===== src/rtl/button_debounce.sv =====
// Four-channel push-button conditioner: sync, debounce, press/release/hold.
// Ports: clk, rst (sync low), btn1..4 in; state/press/release/hold 1..4 out.

module button_debounce_chan #(
  parameter int DEBOUNCE_CYCLES = 250000,
  parameter int LONG_CYCLES     = 25000000,
  parameter bit ACTIVE_LOW      = 1'b1
) (
  input  logic clk,
  input  logic rst,
  input  logic pin,
  output logic state,
  output logic press,
  output logic rls,
  output logic hold
);

  localparam int DW =
    (DEBOUNCE_CYCLES > 1) ? $clog2(DEBOUNCE_CYCLES) : 1;
  localparam int HW =
    (LONG_CYCLES > 1) ? $clog2(LONG_CYCLES) : 1;
  localparam logic [DW-1:0] DMAX = DW'(DEBOUNCE_CYCLES - 1);
  localparam logic [HW-1:0] HMAX = HW'(LONG_CYCLES - 1);

  typedef enum logic [1:0] {
    IDLE,
    PRESSED,
    HELD
  } st_t;

  st_t           st;
  st_t           st_n;
  logic          p;
  logic          s1;
  logic          s2;
  logic [DW-1:0] dcnt;
  logic [DW-1:0] dcnt_n;
  logic [HW-1:0] hcnt;
  logic [HW-1:0] hcnt_n;
  logic          lvl;
  logic          diff;
  logic          accept;
  logic          acc_p;
  logic          acc_r;
  logic          press_n;
  logic          rls_n;
  logic          hold_n;

  assign p     = ACTIVE_LOW ? ~pin : pin;
  assign lvl   = (st != IDLE);
  assign state = lvl;

  always_comb begin
    diff    = (s2 != lvl);
    accept  = diff && (dcnt == DMAX);
    acc_p   = accept & s2;
    acc_r   = accept & ~s2;
    dcnt_n  = (diff && !accept) ? dcnt + 1'b1 : '0;
    st_n    = st;
    hcnt_n  = hcnt;
    press_n = 1'b0;
    rls_n   = 1'b0;
    hold_n  = 1'b0;
    unique case (st)
      IDLE: begin
        if (acc_p) begin
          st_n    = PRESSED;
          press_n = 1'b1;
          hcnt_n  = '0;
        end
      end
      PRESSED: begin
        // a release on the threshold edge beats hold
        if (acc_r) begin
          st_n   = IDLE;
          rls_n  = 1'b1;
          hcnt_n = '0;
        end else if (hcnt == HMAX) begin
          st_n   = HELD;
          hold_n = 1'b1;
        end else begin
          hcnt_n = hcnt + 1'b1;
        end
      end
      HELD: begin
        if (acc_r) begin
          st_n   = IDLE;
          rls_n  = 1'b1;
          hcnt_n = '0;
        end
      end
      default: begin
        st_n   = IDLE;
        hcnt_n = '0;
      end
    endcase
  end

  always_ff @(posedge clk) begin
    if (!rst) begin
      s1    <= 1'b0;
      s2    <= 1'b0;
      st    <= IDLE;
      dcnt  <= '0;
      hcnt  <= '0;
      press <= 1'b0;
      rls   <= 1'b0;
      hold  <= 1'b0;
    end else begin
      s1    <= p;
      s2    <= s1;
      st    <= st_n;
      dcnt  <= dcnt_n;
      hcnt  <= hcnt_n;
      press <= press_n;
      rls   <= rls_n;
      hold  <= hold_n;
    end
  end

endmodule

module button_debounce #(
  parameter int DEBOUNCE_CYCLES = 250000,
  parameter int LONG_CYCLES     = 25000000,
  parameter bit ACTIVE_LOW      = 1'b1
) (
  input  logic clk,
  input  logic rst,
  input  logic btn1,
  input  logic btn2,
  input  logic btn3,
  input  logic btn4,
  output logic state1,
  output logic state2,
  output logic state3,
  output logic state4,
  output logic press1,
  output logic press2,
  output logic press3,
  output logic press4,
  output logic release1,
  output logic release2,
  output logic release3,
  output logic release4,
  output logic hold1,
  output logic hold2,
  output logic hold3,
  output logic hold4
);

  logic [3:0] pins;
  logic [3:0] st;
  logic [3:0] pr;
  logic [3:0] rl;
  logic [3:0] hd;

  assign pins = {btn4, btn3, btn2, btn1};

  for (genvar i = 0; i < 4; i++) begin : g_ch
    button_debounce_chan #(
      .DEBOUNCE_CYCLES(DEBOUNCE_CYCLES),
      .LONG_CYCLES    (LONG_CYCLES),
      .ACTIVE_LOW     (ACTIVE_LOW)
    ) u_ch (
      .clk  (clk),
      .rst  (rst),
      .pin  (pins[i]),
      .state(st[i]),
      .press(pr[i]),
      .rls  (rl[i]),
      .hold (hd[i])
    );
  end

  assign {state4, state3, state2, state1} = st;
  assign {press4, press3, press2, press1} = pr;
  assign {release4, release3, release2, release1} = rl;
  assign {hold4, hold3, hold2, hold1} = hd;

endmodule


===== config.mk =====
export PLATFORM = sky130hd
export DESIGN_NAME = button_debounce
export DESIGN_NICKNAME = d
export VERILOG_FILES = /design/src/rtl/button_debounce.sv
export SDC_FILE = /design/constraint.sdc
export NUM_CORES = 1
export LEC_CHECK = 0
export CAP_MARGIN = 25
export CORE_ASPECT_RATIO = 2
export CORE_MARGIN = 2
export CORE_UTILIZATION = 40
export CTS_BUF_LIST = sky130_fd_sc_hd__clkbuf_4
export DETAILED_ROUTE_END_ITERATION = 8
export PLACE_DENSITY = 0.66
export SLEW_MARGIN = 20
export SYNTH_ARGS = -nofsm -noshare
export SYNTH_HDL_FRONTEND = slang
export SYNTH_HIERARCHICAL = 1
export SYNTH_SLANG_ARGS = --single-unit

===== constraint.sdc =====
create_clock -name clk -period 6.22 [get_ports clk]
set_clock_uncertainty 0.15 [all_clocks]
set_input_delay 0.622 -clock clk [delete_from_list [all_inputs] [get_ports clk]]
set_output_delay 0.622 -clock clk [all_outputs]
set_load 0.03 [all_outputs]

After elaboration in Yosys (flattened, before gate mapping)
Index checks and enable logic that the tools add are counted.
- bits in registers: 200
- latch bits: 0
- RAM bits: 0
- bits in read-only memories: 0
- input bits: 6
- output and inout port bits: 16
- word-level logic and storage cells: 197
- memories: 0
- add/sub/neg operators: 8
- multiply operators: 0
- div/mod/pow operators: 0
- magnitude comparators: 0
- equality and inequality tests: 36
- shift-type cells: 0
- multiplexer cells: 52
- bitwise gates (word level): 21
- reduce and logical (&&, ||, !) cells: 48
- operator list (operator ; number):
    $mux W25 ; 16
    $pmux W25 S3 ; 4
    $add A25 B1 Y25 const B ; 4
    $eq A25 B25 Y1 const B ; 4
    $add A18 B1 Y18 const B ; 4
    $eq A18 B18 Y1 const B ; 4
    $mux W2 ; 16
    $pmux W2 S3 ; 4
    $reduce_and A2 Y1 ; 12
    $reduce_and A3 Y1 ; 8
    $ne A2 B1 Y1 const B ; 8
    $not A1 Y1 ; 13
    $mux W1 ; 12
    $ne A3 B1 Y1 const B ; 4
    $ne A3 B2 Y1 const B ; 4
    $reduce_or A3 Y1 ; 4
    $and A1 B1 Y1 ; 8
    $eq A2 B1 Y1 const B ; 4
    $eq A2 B2 Y1 const B ; 4
    $logic_and A1 B1 Y1 ; 8
    $logic_not A2 Y1 ; 4
    $reduce_bool A2 Y1 ; 4
    $reduce_or A2 Y1 ; 4
    $logic_not A1 Y1 ; 4
    $ne A1 B1 Y1 ; 4

Logic depth before layout (Yosys ltp)
- depth in word-level cells: 6
- mapped depth: 10
- gate-level depth less buffers: 8

By module
Netlist, hierarchy kept.
- modules (own cells, without submodules) (module ; instances ; cells each ; area each (um2) ; seq. area each (um2)):
    button_debounce_chan at g_ch[0].u_ch ... ; 2 ; 308 ; 2587.5 ; 1001.0
    button_debounce_chan at g_ch[3].u_ch ; 1 ; 333 ; 2747.6 ; 1001.0
    button_debounce_chan at g_ch[1].u_ch ; 1 ; 302 ; 2605.0 ; 1001.0

Worst setup path after synthesis
No wires, ideal clock.
- path kind: register to register
- from: register g_ch[3].u_ch.st[0]
- to: register g_ch[3].u_ch.hcnt[18]
- library setup time: 0.117 ns
- arrival time: 2.261 ns
- data required time: 5.953 ns
- slack: 3.691 ns
- cell stages (with the launch flop): 11
- buffers on the path: 2
- clock period less this slack: 2.529 ns
- cells stage by stage: dfxtp_1 > inv_1 > ha_1 > clkbuf_1 > inv_1 > nand2_1 > a2111oi_4 > or2_4 > buf_8 > o21ai_1 > a32o_1
- cells in the longest elaborated chain, start to end: 6
- elaborated cells between the ends (all ways): 14
- classes of those cells: eq/ne: 6; mux: 2; bitwise: 2; reduce/logical: 4
- RTL lines (element ; line ; text):
    start, declared ; 31 ; st_t st;
    start signal, assigned ; 112 ; st <= st_n;
    $reduce_bool A2 Y1 * ; 50 ; assign lvl = (st != IDLE);
    via state4 ; 137 ; output logic state4,
    $ne A1 B1 Y1 * ; 54 ; diff = (s2 != lvl);
    $logic_and A1 B1 Y1 * ; 55 ; accept = diff && (dcnt == DMAX);
    $and A1 B1 Y1 (on tied branches) ; 57, 56 ;
    $ne A3 B2 Y1 (no line) (tied with other cells) ; n/a ;
    $reduce_and A3 Y1 (no line) or $pmux W25 S3 (tied branches) ; n/a ;
    end signal, assigned ; 114 ; hcnt <= hcnt_n;
    end, declared ; 38 ; logic [HW-1:0] hcnt;
Mark *: on every way through the listed nets, which the timed path passes. The rest lies on a longest branch.
A chain may end at the register's enable or synchronous reset.

Final worst setup path
- from: register g_ch[3].u_ch.st[1]
- to: output state4
- cells in the longest elaborated chain, start to end: 1
- RTL lines (element ; line):
    $reduce_bool A2 Y1 ; 50
    end, declared ; 137
Every way passes these cells.

==> reports/metrics.cfg <==
[grt]
grt_overflow=0
grt_usage=0.174
grt_pass1_vias=8674
grt_max_degree=32
grt_pass1_wl_um=40900
antenna_found_initial=1

[sta]
slew_headroom=0.284
worst_slack_ps=3160
fmaxAchievable_ghz=0.326
setup_viol=0
drv_slew=0
tightestPinTransition_ps=1070
finalCritPeriodShare=0.492
fin_crit_ps=3060
grt_setup_unrepaired=false
final.setup.tns_ps=0
hold_viol=0

[logic_synthesis]
synth_top_area_cell=dfxtp_1
syn_nets=1277
syn_inst=1251
synth.top_cells.by_count=dfxtp_1, nor2_1, nand2_1, o21ai_0, a21oi_1
yosysSeqAreaShare=0.380
synth_xor_area_frac=0.0449
synthMuxAreaShare=0.000951
ys.flop_type=dfxtp_1
synthSimpleGateAreaFrac=0.300
synth_top_area_frac=0.380
synthTopCellsByArea=dfxtp_1, nor2_1, o21ai_0
async_flop_share=0
synth_edf_count=0
ys_warn_count=6
avgSynthCellArea_um2=8.42
synth-compound-area-share=0.208
ys_types=97
synth_top_family_by_area=simple AND/OR/NAND/NOR gates
synth_area_um2=10500
synth_seq_cells=200
yosysMostFrequentCell=dfxtp_1
synth_adder_area_share=0.0238

[clock_tree]
h-tree-depth=4
cts_root_buf=clkbuf_4
post-cts-setup-buffer-count=0
cts_tree=done
clkLatencyLatePin_ps=590
clock-sinks=200
clk_pin_slew_ps=170
clockBufferDepth=2
ctsResizeCount=0
holdBufCountCts=0
cts_buffers=17

[route]
avgViaCountPerCell=5.81
drtIter0Drc=768
drtAntennaViolNets=0
drt_pass1_iterations=5
routed_wl_um=24300
vias=9378
wl_per_cell_um=15.0
drc=0

[worst_hold_path]
worstHoldEndpoint=g_ch[1].u_ch/s2
whs_path_depth=1
min_from=g_ch[1].u_ch/s1
min_path_type=register to register

[setup_path]
r2r_setup_slack_ps=3300
crit_type=register to output pin
path_max_fanout=10
r2r_cells=5
crit_slowest_cell=clkdlybuf4s50_1
cp-start-kind=register
r2r-end=g_ch[3].u_ch/st[0]
slowest_delay_ps=700
crit_path_frequent_cell=inv_1
crit_chain=inv_1 > ha_1 > inv_1 > clkdlybuf4s50_1
cp-end-kind=output pin
rr_startpoint=g_ch[3].u_ch/dcnt[11]
critical_path_arrival_ps=2290
cp.required_ps=5450

[layout]
syn_to_final_growth_pct=6.75
multi_input_area_um2=6080
regArea_um2=4000
nNetsFinal=1281
fillers=2696
drive_gt1_frac=0.0883

[floorplanning]
io_pins=22
fp.dieW_um=119
die_h_um=233
row_count=84
dieArea_um2=27700
coreArea_um2=26100
start_util=0.404

[power_and_ir_drop]
ir_drop_mv=0.146
p_leak_nw=3.62
power_density_nw_per_um2=198

[place]
io_buffer_count=21
place_ws_ps=3140
gp_congestion=0.876
hpwlAfterDp_um=17200

[outcome]
status=finished, final reports clean

[run]
drv_cap=0

power by group:
part | internal (W) | switching [W]
logic | 0.0000730 | 0.000159
registers | 0.00129 | 0.00000622
clock network | 0.000215 | 0.000476
total | 0.00158 | 0.000641
sequential cells by signal, summed over array words and instances (netlist names):
register and flops:
g_ch.u_ch/rls 4, g_ch.u_ch/hcnt 100, g_ch.u_ch/press 4, g_ch.u_ch/s2 4, g_ch.u_ch/st 8, g_ch.u_ch/dcnt 72
g_ch.u_ch/hold 4, g_ch.u_ch/s1 4
per-stage QoR:
stage / hold slack, ps / utilization / area [um^2] / total power [W] / cells
global placement: 267 / 0.420 / 10900 / 0.00155 / 1578
finish: 298 / 0.431 / 11200 / 0.00222 / 1613
detailed placement: 275 / 0.420 / 10900 / 0.00155 / 1579
global route: 324 / 0.431 / 11200 / 0.00233 / 1613
floorplan: 262 / - / 10500 / 0.00150 / 1251
CTS: 310 / 0.431 / 11200 / 0.00225 / 1611
layout by cell type (no fill, tap or decap), drive strengths merged, types with 4 or more instances in the layout:
master         count
nor3              21
clkdlybuf4s50     20
nor3b              5
and4              18
xor2              27
nor2             153
dfxtp            200
and3              46
o211ai            15
nor4b             12
or4               15
nand4             33
and2b              4
a41oi              7
a31oi             30
a21oi             79
and2              20
nand2             92
o21ai             84
nor4              19
a31o               7
buf                8
nand3b             4
nand2b            14
o41ai             11
nand3             66
inv               52
o31ai             27
o22ai              9
o21a               9
or2                9
nand4b             5
or3               18
o32a               4
xnor2             27
ha                20
clkinv             6
clkbuf            18
final cells by class:
| cell class | instances | area share |
|---|---|---|
| Antenna cell | 1 | 0.000223 |
| Inverter | 45 | 0.0150 |
| Tap cell | 344 | 0.0383 |
| Multi-Input combinational cell | 962 | 0.541 |
| Timing Repair Buffer | 29 | 0.0234 |
| Sequential cell | 200 | 0.356 |
| Clock buffer | 17 | 0.0114 |
| Clock inverter | 15 | 0.0140 |
per-layer routing:
metal / global-route usage / wire length, um / up-vias
li1: - / - / 4637
met1: 0.224 / 11000 / 4437
met2: 0.293 / 11700 / 277
met3: 0.0293 / 1140 / 27
met4: 0.0614 / 349 / 0
met5: 0 / 0 / -
logic make-up after synthesis:
family / count (synthesis)
simple gates: 569
compound gates: 318
flops: 200
buf+inv: 89
xor+xnor: 54
fa+ha+maj: 20
mux: 1
worst max path at each step:
stage                             from                    end  slack, ps  depth (start not counted)
floorplan           g_ch[3].u_ch/st[0]  g_ch[3].u_ch/hcnt[18]       3690                         10
global placement                   rst   g_ch[0].u_ch/hcnt[7]       3240                          6
detailed placement                 rst  g_ch[0].u_ch/hcnt[14]       3140                          6
CTS                 g_ch[3].u_ch/st[1]                 state4       3120                          4
global route        g_ch[3].u_ch/st[1]                 state4       3010                          4
finish              g_ch[3].u_ch/st[1]                 state4       3160                          4
critical path, delay by kind of cell, from the launching register on:
kind	cells	cell delay (ps)
adder cells (fa/ha/maj)	1	330
buffers and inverters	3	970
flip-flops	1	400
Note: power is estimated with default switching activity, not from simulation.
